## config.mk

```make
export PLATFORM = sky130hd
export DESIGN_NAME = enc_8b10b_tx_mopshub
export DESIGN_NICKNAME = d
export VERILOG_FILES = /design/src/rtl/enc_8b10b_tx_mopshub.sv
export SDC_FILE = /design/constraint.sdc
export NUM_CORES = 1
export LEC_CHECK = 0
export ABC_AREA = 1
export ABC_CLOCK_PERIOD_IN_PS = 11940
export CORE_UTILIZATION = 56
export DETAILED_ROUTE_END_ITERATION = 12
export PLACE_DENSITY = 0.88
export SYNTH_ARGS = -nofsm -noshare
export SYNTH_HDL_FRONTEND = slang
export SYNTH_SLANG_ARGS = --single-unit
```

## constraint.sdc

```tcl
create_clock -name clk -period 11.94 [get_ports clk]
set_clock_uncertainty 0.15 [all_clocks]
set_input_delay 1.194 -clock clk [delete_from_list [all_inputs] [get_ports clk]]
set_output_delay 1.194 -clock clk [all_outputs]
set_load 0.03 [all_outputs]
```

## src/rtl/enc_8b10b_tx_mopshub.sv

```systemverilog
// 8b/10b transmit encoder for the MOPS-Hub serial link: comma sync preamble,
// valid/ready byte intake, idle comma fill and running-disparity tracking.
module enc_8b10b_tx_mopshub #(
   parameter int unsigned SYNC_COMMAS = 4,
   parameter logic [7:0]  IDLE_CHAR   = 8'hBC
) (
   input  logic       clk,
   input  logic       rst,
   input  logic       sym_en,
   input  logic [7:0] din,
   input  logic       din_k,
   input  logic       din_valid,
   output logic       din_ready,
   output logic [9:0] dataout,
   output logic       dataout_valid,
   output logic       rd_out,
   output logic       k_err,
   output logic       sync_done
);

   typedef enum logic {SYNC, RUN} state_t;

   typedef struct packed {
      logic [7:0] data;
      logic       k;
      logic       bad;
   } char_t;

   localparam logic [7:0] LAST_SYNC = 8'(SYNC_COMMAS - 1);

   state_t      state;
   logic [7:0]  sync_cnt;
   logic        xfer;
   logic        k_ok;
   char_t       ch;
   logic [10:0] enc;

   // Returns {rd_after, abcdei, fghj}; tables hold the RD- column.
   function automatic logic [10:0] encode(input logic [7:0] b, input logic k, input logic rd);
      logic [4:0] x;
      logic [2:0] y;
      logic [5:0] c6;
      logic [3:0] c4;
      logic       rd6;
      logic       a7;
      x = b[4:0];
      y = b[7:5];
      case (x)
         5'd0:    c6 = 6'b100111;
         5'd1:    c6 = 6'b011101;
         5'd2:    c6 = 6'b101101;
         5'd3:    c6 = 6'b110001;
         5'd4:    c6 = 6'b110101;
         5'd5:    c6 = 6'b101001;
         5'd6:    c6 = 6'b011001;
         5'd7:    c6 = 6'b111000;
         5'd8:    c6 = 6'b111001;
         5'd9:    c6 = 6'b100101;
         5'd10:   c6 = 6'b010101;
         5'd11:   c6 = 6'b110100;
         5'd12:   c6 = 6'b001101;
         5'd13:   c6 = 6'b101100;
         5'd14:   c6 = 6'b011100;
         5'd15:   c6 = 6'b010111;
         5'd16:   c6 = 6'b011011;
         5'd17:   c6 = 6'b100011;
         5'd18:   c6 = 6'b010011;
         5'd19:   c6 = 6'b110010;
         5'd20:   c6 = 6'b001011;
         5'd21:   c6 = 6'b101010;
         5'd22:   c6 = 6'b011010;
         5'd23:   c6 = 6'b111010;
         5'd24:   c6 = 6'b110011;
         5'd25:   c6 = 6'b100110;
         5'd26:   c6 = 6'b010110;
         5'd27:   c6 = 6'b110110;
         5'd28:   c6 = 6'b001110;
         5'd29:   c6 = 6'b101110;
         5'd30:   c6 = 6'b011110;
         default: c6 = 6'b101011;
      endcase
      if (k && x == 5'd28) c6 = 6'b001111;
      // D.07 is balanced but still has an RD+ form
      if (rd && ($countones(c6) != 3 || x == 5'd7)) c6 = ~c6;
      rd6 = rd ^ ($countones(c6) != 3);
      a7  = (y == 3'd7) && (rd6 ? (x == 5'd11 || x == 5'd13 || x == 5'd14)
                                : (x == 5'd17 || x == 5'd18 || x == 5'd20));
      if (k) begin
         case (y)
            3'd0:    c4 = 4'b1011;
            3'd1:    c4 = 4'b0110;
            3'd2:    c4 = 4'b1010;
            3'd3:    c4 = 4'b1100;
            3'd4:    c4 = 4'b1101;
            3'd5:    c4 = 4'b0101;
            3'd6:    c4 = 4'b1001;
            default: c4 = 4'b0111;
         endcase
         if (rd6) c4 = ~c4;
      end else begin
         case (y)
            3'd0:    c4 = 4'b1011;
            3'd1:    c4 = 4'b1001;
            3'd2:    c4 = 4'b0101;
            3'd3:    c4 = 4'b1100;
            3'd4:    c4 = 4'b1101;
            3'd5:    c4 = 4'b1010;
            3'd6:    c4 = 4'b0110;
            default: c4 = 4'b1110;
         endcase
         if (a7) c4 = 4'b0111;
         if (rd6 && ($countones(c4) != 2 || y == 3'd3)) c4 = ~c4;
      end
      return {rd6 ^ ($countones(c4) != 2), c6, c4};
   endfunction

   assign din_ready = (state == RUN) & sym_en;
   assign xfer      = din_valid & din_ready;
   assign k_ok      = (din[4:0] == 5'd28) ||
                      (din[7:5] == 3'd7 && (din[4:0] == 5'd23 || din[4:0] == 5'd27 ||
                                            din[4:0] == 5'd29 || din[4:0] == 5'd30));

   always_comb begin
      ch = '{data: IDLE_CHAR, k: 1'b1, bad: 1'b0};
      if (xfer) begin
         if (din_k && !k_ok) begin
            ch.bad = 1'b1;
         end else begin
            ch.data = din;
            ch.k    = din_k;
         end
      end
   end

   assign enc = encode(ch.data, ch.k, rd_out);

   always_ff @(posedge clk or negedge rst) begin
      if (!rst) begin
         state         <= SYNC;
         sync_cnt      <= '0;
         dataout       <= 10'b0011111010;
         dataout_valid <= 1'b0;
         rd_out        <= 1'b0;
         k_err         <= 1'b0;
         sync_done     <= 1'b0;
      end else begin
         dataout_valid <= 1'b0;
         k_err         <= 1'b0;
         if (sym_en) begin
            dataout       <= enc[9:0];
            rd_out        <= enc[10];
            dataout_valid <= 1'b1;
            k_err         <= ch.bad;
            if (state == SYNC) begin
               if (sync_cnt == LAST_SYNC) begin
                  state     <= RUN;
                  sync_done <= 1'b1;
               end else begin
                  sync_cnt <= sync_cnt + 8'd1;
               end
            end
         end
      end
   end

endmodule

```

# == Word level (Yosys, flattened, before mapping) ==
# Memory sizes are Yosys's and may differ from the RTL's.
# Cells that the tools add are included.
# word_totals
ff_bits,23
latch_bits,0
mem_bits_rw,0
romBits,192
inputBits,13
output_inout_bits,15
word_cells,98
memories,1
# classes
addsub,17
mul,0
n_div,0
magnitude_cmp,0
eq_ne,26
shifts,0
muxes,18
n_bitwise,9
reduce_logical,20
# mem_list
memory,depth,width,read_ports,rd_ports_with_merged_regs,write_ports,line_no,text
(name not given),32,6,1,0,0,48,case (x)
# op_table
op,count
4-bit case mux with 7 select lines,2
"5-bit == test, second input constant",9
4-bit two-way mux,6
1-bit by 1-bit adder with 2-bit output,10
"3-bit == test, second input constant",5
"5-bit by 4-bit == test with 1-bit output, second input constant",3
2-bit by 2-bit adder with 3-bit output,4
6-bit two-way mux,2
1-bit logical OR,10
10-bit two-way mux,1
9-bit two-way mux,1
3-bit by 2-bit adder with 4-bit output,2
"8-bit by 1-bit adder with 8-bit output, second input constant",1
"8-bit by 2-bit == test with 1-bit output, second input constant",1
"4-bit by 2-bit != test with 1-bit output, second input constant",2
4-bit inverter,2
"3-bit by 2-bit == test with 1-bit output, second input constant",2
1-bit logical AND,6
1-bit two-way mux,6
"3-bit by 2-bit != test with 1-bit output, second input constant",2
6-bit inverter,1
3-bit AND reduction,2
"5-bit by 3-bit == test with 1-bit output, second input constant",1
"3-bit by 1-bit == test with 1-bit output, second input constant",1
other kinds (5),8

# == Depth between registers and ports, before layout ==
# depth
ltp_word,40
depth_mapped,58

# == Worst setup path before layout ==
# No wires, ideal clock.
# synth_path
kind,input port to flip-flop
start,input sym_en
end,register rd_out
setup_ps,129
arrival_time_ps,10538
required_time_ps,11661
setup_slack_ps,1123
stages,56
path_cell_list,buf_4 > nand2_1 > inv_2 > nand2_2 > inv_2 > nand2_4 > nor2_1 > inv_2 > ha_1 > inv_1 > o21ai_0 > o21ai_0 > nand2_1 > nand2_1 > nand3_2 > fa_1 > inv_1 > fa_1 > [20 not listed] > nand2_1 > inv_1 > fa_1 > inv_1 > ha_1 > ha_1 > a31oi_4 > nor2_1 > nor2_1 > nand2_1 > nand2_1 > inv_1 > fa_1 > ha_1 > ha_1 > nor3b_1 > xor2_1 > o21ai_0
# synth_via
elab_chain_len,33
# synth_rtl
element,line_no,text
"start, declared",9,"input logic sym_en,"
1-bit bitwise AND (*),117,assign din_ready = (state == RUN) & sym_en;
via din_ready,13,"output logic din_ready,"
1-bit bitwise AND (*),118,assign xfer = din_valid & din_ready;
10-bit two-way mux (*),125,if (xfer) begin
"parallel branches: the longest is 9 deep, another holds memory 32 x 6 bit",-,
6-bit two-way mux (*),84,if (rd && ($countones(c6) != 3 || x == 5'd7)) c6 = ~c6;
via enc[7],36,logic [10:0] enc;
1-bit by 1-bit adder with 2-bit output (not written as such) (*),85,rd6 = rd ^ ($countones(c6) != 3);
[12 not listed],-,
1-bit logical AND,112,if (rd6 && ($countones(c4) != 2 || y == 3'd3)) c4 = ~c4;
4-bit two-way mux,112,
4-bit two-way mux (*),88,if (k) begin
via enc[1],36,
1-bit by 1-bit adder with 2-bit output (not written as such) (*),114,"return {rd6 ^ ($countones(c4) != 2), c6, c4};"
2-bit by 2-bit adder with 3-bit output (not written as such) (*),114,
3-bit by 2-bit != test with 1-bit output (*),114,
1-bit XOR (*),114,
"end signal, assigned",151,rd_out <= enc[10];
"end, declared",16,"output logic rd_out,"
# Mark *: on every way through the listed nets, which the timed path passes. The select of a mux whose other input is x is not followed.
# A chain may end at the register's enable or synchronous reset.

# == Final worst setup path ==
# layout_path
start,input din[3]
end,register rd_out
# layout_via
elab_chain_len,40
# layout_rtl
element,line_no,text
"start, declared",10,"input logic [7:0] din,"
5-bit == test,120,(din[7:5] == 3'd7 && (din[4:0] == 5'd23 || din[4:0] == 5'd27 ||
1-bit logical OR (2 in series),120,
1-bit logical OR,121,din[4:0] == 5'd29 || din[4:0] == 5'd30));
1-bit logical AND,120,
1-bit logical OR,119,assign k_ok = (din[4:0] == 5'd28) ||
1-bit logical NOT,126,if (din_k && !k_ok) begin
1-bit logical AND,126,
9-bit two-way mux (*),126,
[11 not listed],-,
via enc[7],36,
[13 not listed],-,
1-bit logical AND,112,
4-bit two-way mux,112,
4-bit two-way mux (*),88,
via enc[1],36,
1-bit by 1-bit adder with 2-bit output (not written as such) (*),114,
2-bit by 2-bit adder with 3-bit output (not written as such) (*),114,
3-bit by 2-bit != test with 1-bit output (*),114,
1-bit XOR (*),114,
# Marks and branches as above.

==> impl_metrics.yaml <==
status:
  status: "completed"
cts:
  cts.sinks: 23
  cts_max_level: 1
  cts_buffers: 3
  root_buffer: "clkbuf_8"
  cts_buffer_depth: 2
  insertion_delay_ns: 0.26
  cts_tree: "built"
  clk_pin_slew_worst_paths_ns: 0.08
  ctsHoldBuffers: 0
finish:
  post_route_cells_drive_above_1_share_pct: 14.5
  stdcell_area_mm2: 0.00265
  final_nets: 369
  fillCellCount: 331
  utilization_pct: 70.8
  syn2layout_area_growth_pct: 19.3
  diodes: 0
drt:
  wirelength_mm: 4.62
  drc_errors: 0
  dr_wl_met3_um: 192
  drt-wirelength-per-cell_um: 12.2
  drt_pre_antenna_iters: 4
  dr.first_iter.drc_count: 98
  m1WireLength_mm: 2.09
  highest_layer: "met4"
  viasPerCell: 5.27
  antenna_left: 0
  dr_total_vias: 1998
  met2_length_mm: 2.24
die:
  die_w_um: 65.0
  start_util_pct: 59.4
  boundaryPins: 28
  core_area_mm2: 0.00374
  rows: 22
  die_h_um: 65.0
  die_area_mm2: 0.00422
power:
  power.density_mw_per_mm2: 254
  internal_power_w: 0.000364
  p_sw_share_pct: 46.1
  finalPower_w: 0.000674
  clkPwrFrac_pct: 7.0
  pwr-share-comb_pct: 73.3
  p_leak_nw: 1.37
  pwr-share-seq_pct: 19.7
  switchingPower_w: 0.000311
  irDropWorstVdd_v: 0.000160
setup_path:
  crit_path_start_kind: "primary input"
  worstPathArrival_ns: 11.26
  slowest_delay_ns: 0.55
  required_ns: 11.91
  critical_path_class: "primary input to flip-flop"
  crit_path_max_fanout: 7
  end_kind: "flip-flop"
  crit_slowest_cell: "fa_1"
  cp_common_cell: "inv_1"
synth:
  synth_compound_area_share_pct: 10.4
  syn-cell-area_mm2: 0.00222
  synth_cell_types: 42
  syn_inst: 298
  ys.warnings.count: 0
  syn_avg_cell_area_um2: 7.46
  synth_edf_count: 0
  yosysSeqAreaShare_pct: 26.2
  synth_flop_cell: "dfrtp_1"
  ys_seq_elements: 23
  synth_nets: 335
  synthXorXnorAreaFrac_pct: 5.12
  synth_adder_area_share_pct: 15.9
  async_flop_share_pct: 100
  muxShareOfSynthArea_pct: 0.507
  yosys.area_share.simple_pct: 33.1
  synth_top_family_by_area: "simple AND/OR/NAND/NOR gates"
min_path:
  min_path_type: "flip-flop to flip-flop"
global_route:
  track_usage_pct: 23.4
  grt_max_degree: 24
  antenna_found_initial: 0
  grt_pass1_vias: 1762
  grt_pass1_wl_mm: 7.72
  grt_overflow: 0
sta:
  holdWs_ns: 0.319
  slew_violations: 0
  setup_violations: 0
  worst_slew_pin_slew_ns: 1.02
  fin_crit_ns: 11.29
  timing.final.hold_violations: 0
  max-slew-margin-rel_pct: 31.5
  fin_crit_sh_pct: 94.5
  fmax_ghz: 0.0886
placed_design:
  placed_area_mm2: 0.00256
  routabilityCongestion: 0.930
  port_buffers: 27
  hpwlAfterDp_mm: 3.80
flow_run:
  maxCapViolCount: 0
==> flip-flops by register name, indices dropped and copies added (netlist names) <==
| name | cells |
|---|---|
| k_err | 1 |
| sync_cnt | 8 |
| dataout | 10 |
| rd_out | 1 |
| dataout_valid | 1 |
| state | 1 |
| sync_done | 1 |
==> path summary, 6_finish.rpt <==
kind | start | to | slack (ns) | cells after the start
max in group asynchronous | rst | rd_out$_DFFE_PN0P_ | 9.68 | 1
max reg2reg | state$_DFFE_PN0P_ | rd_out$_DFFE_PN0P_ | 1.83 | 55
min reg2reg | sync_done$_DFFE_PN0P_ | sync_done$_DFFE_PN0P_ | 0.32 | 1
max | din[3] | rd_out$_DFFE_PN0P_ | 0.65 | 56
min in group asynchronous | rst | sync_cnt[4]$_DFFE_PN0P_ | 1.34 | 1
min | sync_done$_DFFE_PN0P_ | sync_done$_DFFE_PN0P_ | 0.32 | 1
==> per-stage QoR <==
step                cells  TNS, ns  setup WS [ns]
global route          379  -0.0610        -0.0610
global placement      374        0          0.439
floorplan             298        0           1.12
CTS                   378        0          0.372
detailed placement    374        0         0.0896
finish                379        0          0.655
==> final cells by class <==
type,count,area [um^2],share of cell area (%)
flip-flops and latches,23,583,22.0
inverters,49,184,6.94
clock buffers,4,45.0,1.70
well taps,48,60.1,2.27
repair buffers,31,310,11.7
multi-input cells,224,1470,55.4
==> cell families after synthesis <==
family          count (synthesis)
compound gates                 35
xor+xnor                       13
fa+ha+maj                      24
buf+inv                        51
flops                          23
mux                             1
simple gates                  151
==> synthesized netlist by cell type (all sizes together), types with 2 or more instances <==
library cell | count | area [um^2]
ha | 17 | 213
o2111ai | 3 | 26.3
xor2 | 11 | 96.3
inv | 48 | 180
o21ai | 18 | 97.6
dfstp | 6 | 158
nor2 | 24 | 134
a31oi | 2 | 27.5
a21boi | 2 | 15.0
nand3 | 29 | 178
xnor2 | 2 | 17.5
fa | 7 | 140
and3 | 2 | 12.5
dfrtp | 17 | 425
nand4 | 3 | 18.8
nand2 | 88 | 355
a21oi | 6 | 30.0
==> routing by layer <==
layer	track usage, %	vias up
met4	8.89	0
met2	39.2	63
met3	2.82	12
met5	0	-
li1	-	1013
met1	30.5	910
==> power groups by stage <==
stage          logic (W)  clock network [W]  registers [W]
6_report        0.000494          0.0000473       0.000133
5_1_grt         0.000552          0.0000508       0.000136
2_1_floorplan   0.000288                  0       0.000163
4_1_cts         0.000461          0.0000490       0.000132
3_5_place_dp    0.000460                  0       0.000134
3_3_place_gp    0.000425                  0       0.000132
==> critical path, delay by kind of cell <==
family | cells | cell delay, ns
adders and majority gates | 15 | 5.28
and+or+nand+nor | 20 | 2.34
buffers and inverters | 13 | 1.40
AOI/OAI and AO/OA | 5 | 0.58
xor gates and xnor gates | 3 | 0.46
==> placed cells by master (no fill, tap or decap), types with 2 or more instances in the layout <==
| cell | Yosys | routed |
|---|---|---|
| a21oi_1 | 6 | 6 |
| clkdlybuf4s50_1 | 0 | 23 |
| xnor2_1 | 2 | 2 |
| o21ai_0 | 12 | 12 |
| inv_2 | 8 | 8 |
| dfstp_2 | 6 | 6 |
| ha_1 | 17 | 17 |
| dlymetal6s2s_1 | 0 | 4 |
| nand2_2 | 4 | 4 |
| nand2_1 | 82 | 82 |
| nand4_1 | 3 | 3 |
| nor2_4 | 3 | 4 |
| clkbuf_8 | 0 | 3 |
| nor2_2 | 2 | 2 |
| and3_1 | 2 | 2 |
| nand2_4 | 2 | 2 |
| xor2_1 | 11 | 10 |
| inv_1 | 40 | 40 |
| nand3_2 | 4 | 5 |
| o2111ai_1 | 3 | 3 |
| fa_1 | 7 | 7 |
| buf_4 | 1 | 4 |
| dfrtp_1 | 17 | 17 |
| o21ai_1 | 4 | 4 |
| nor2_1 | 18 | 17 |
| nand3_1 | 24 | 23 |
| o21ai_2 | 2 | 2 |
==> timing repair <==
action | 4_1_cts | 5_1_grt
setup buffers | 0 | 1
setup endpoints to repair | 0 | 1
resized for setup | 0 | 9
Note: power is estimated with default switching activity, not from simulation.
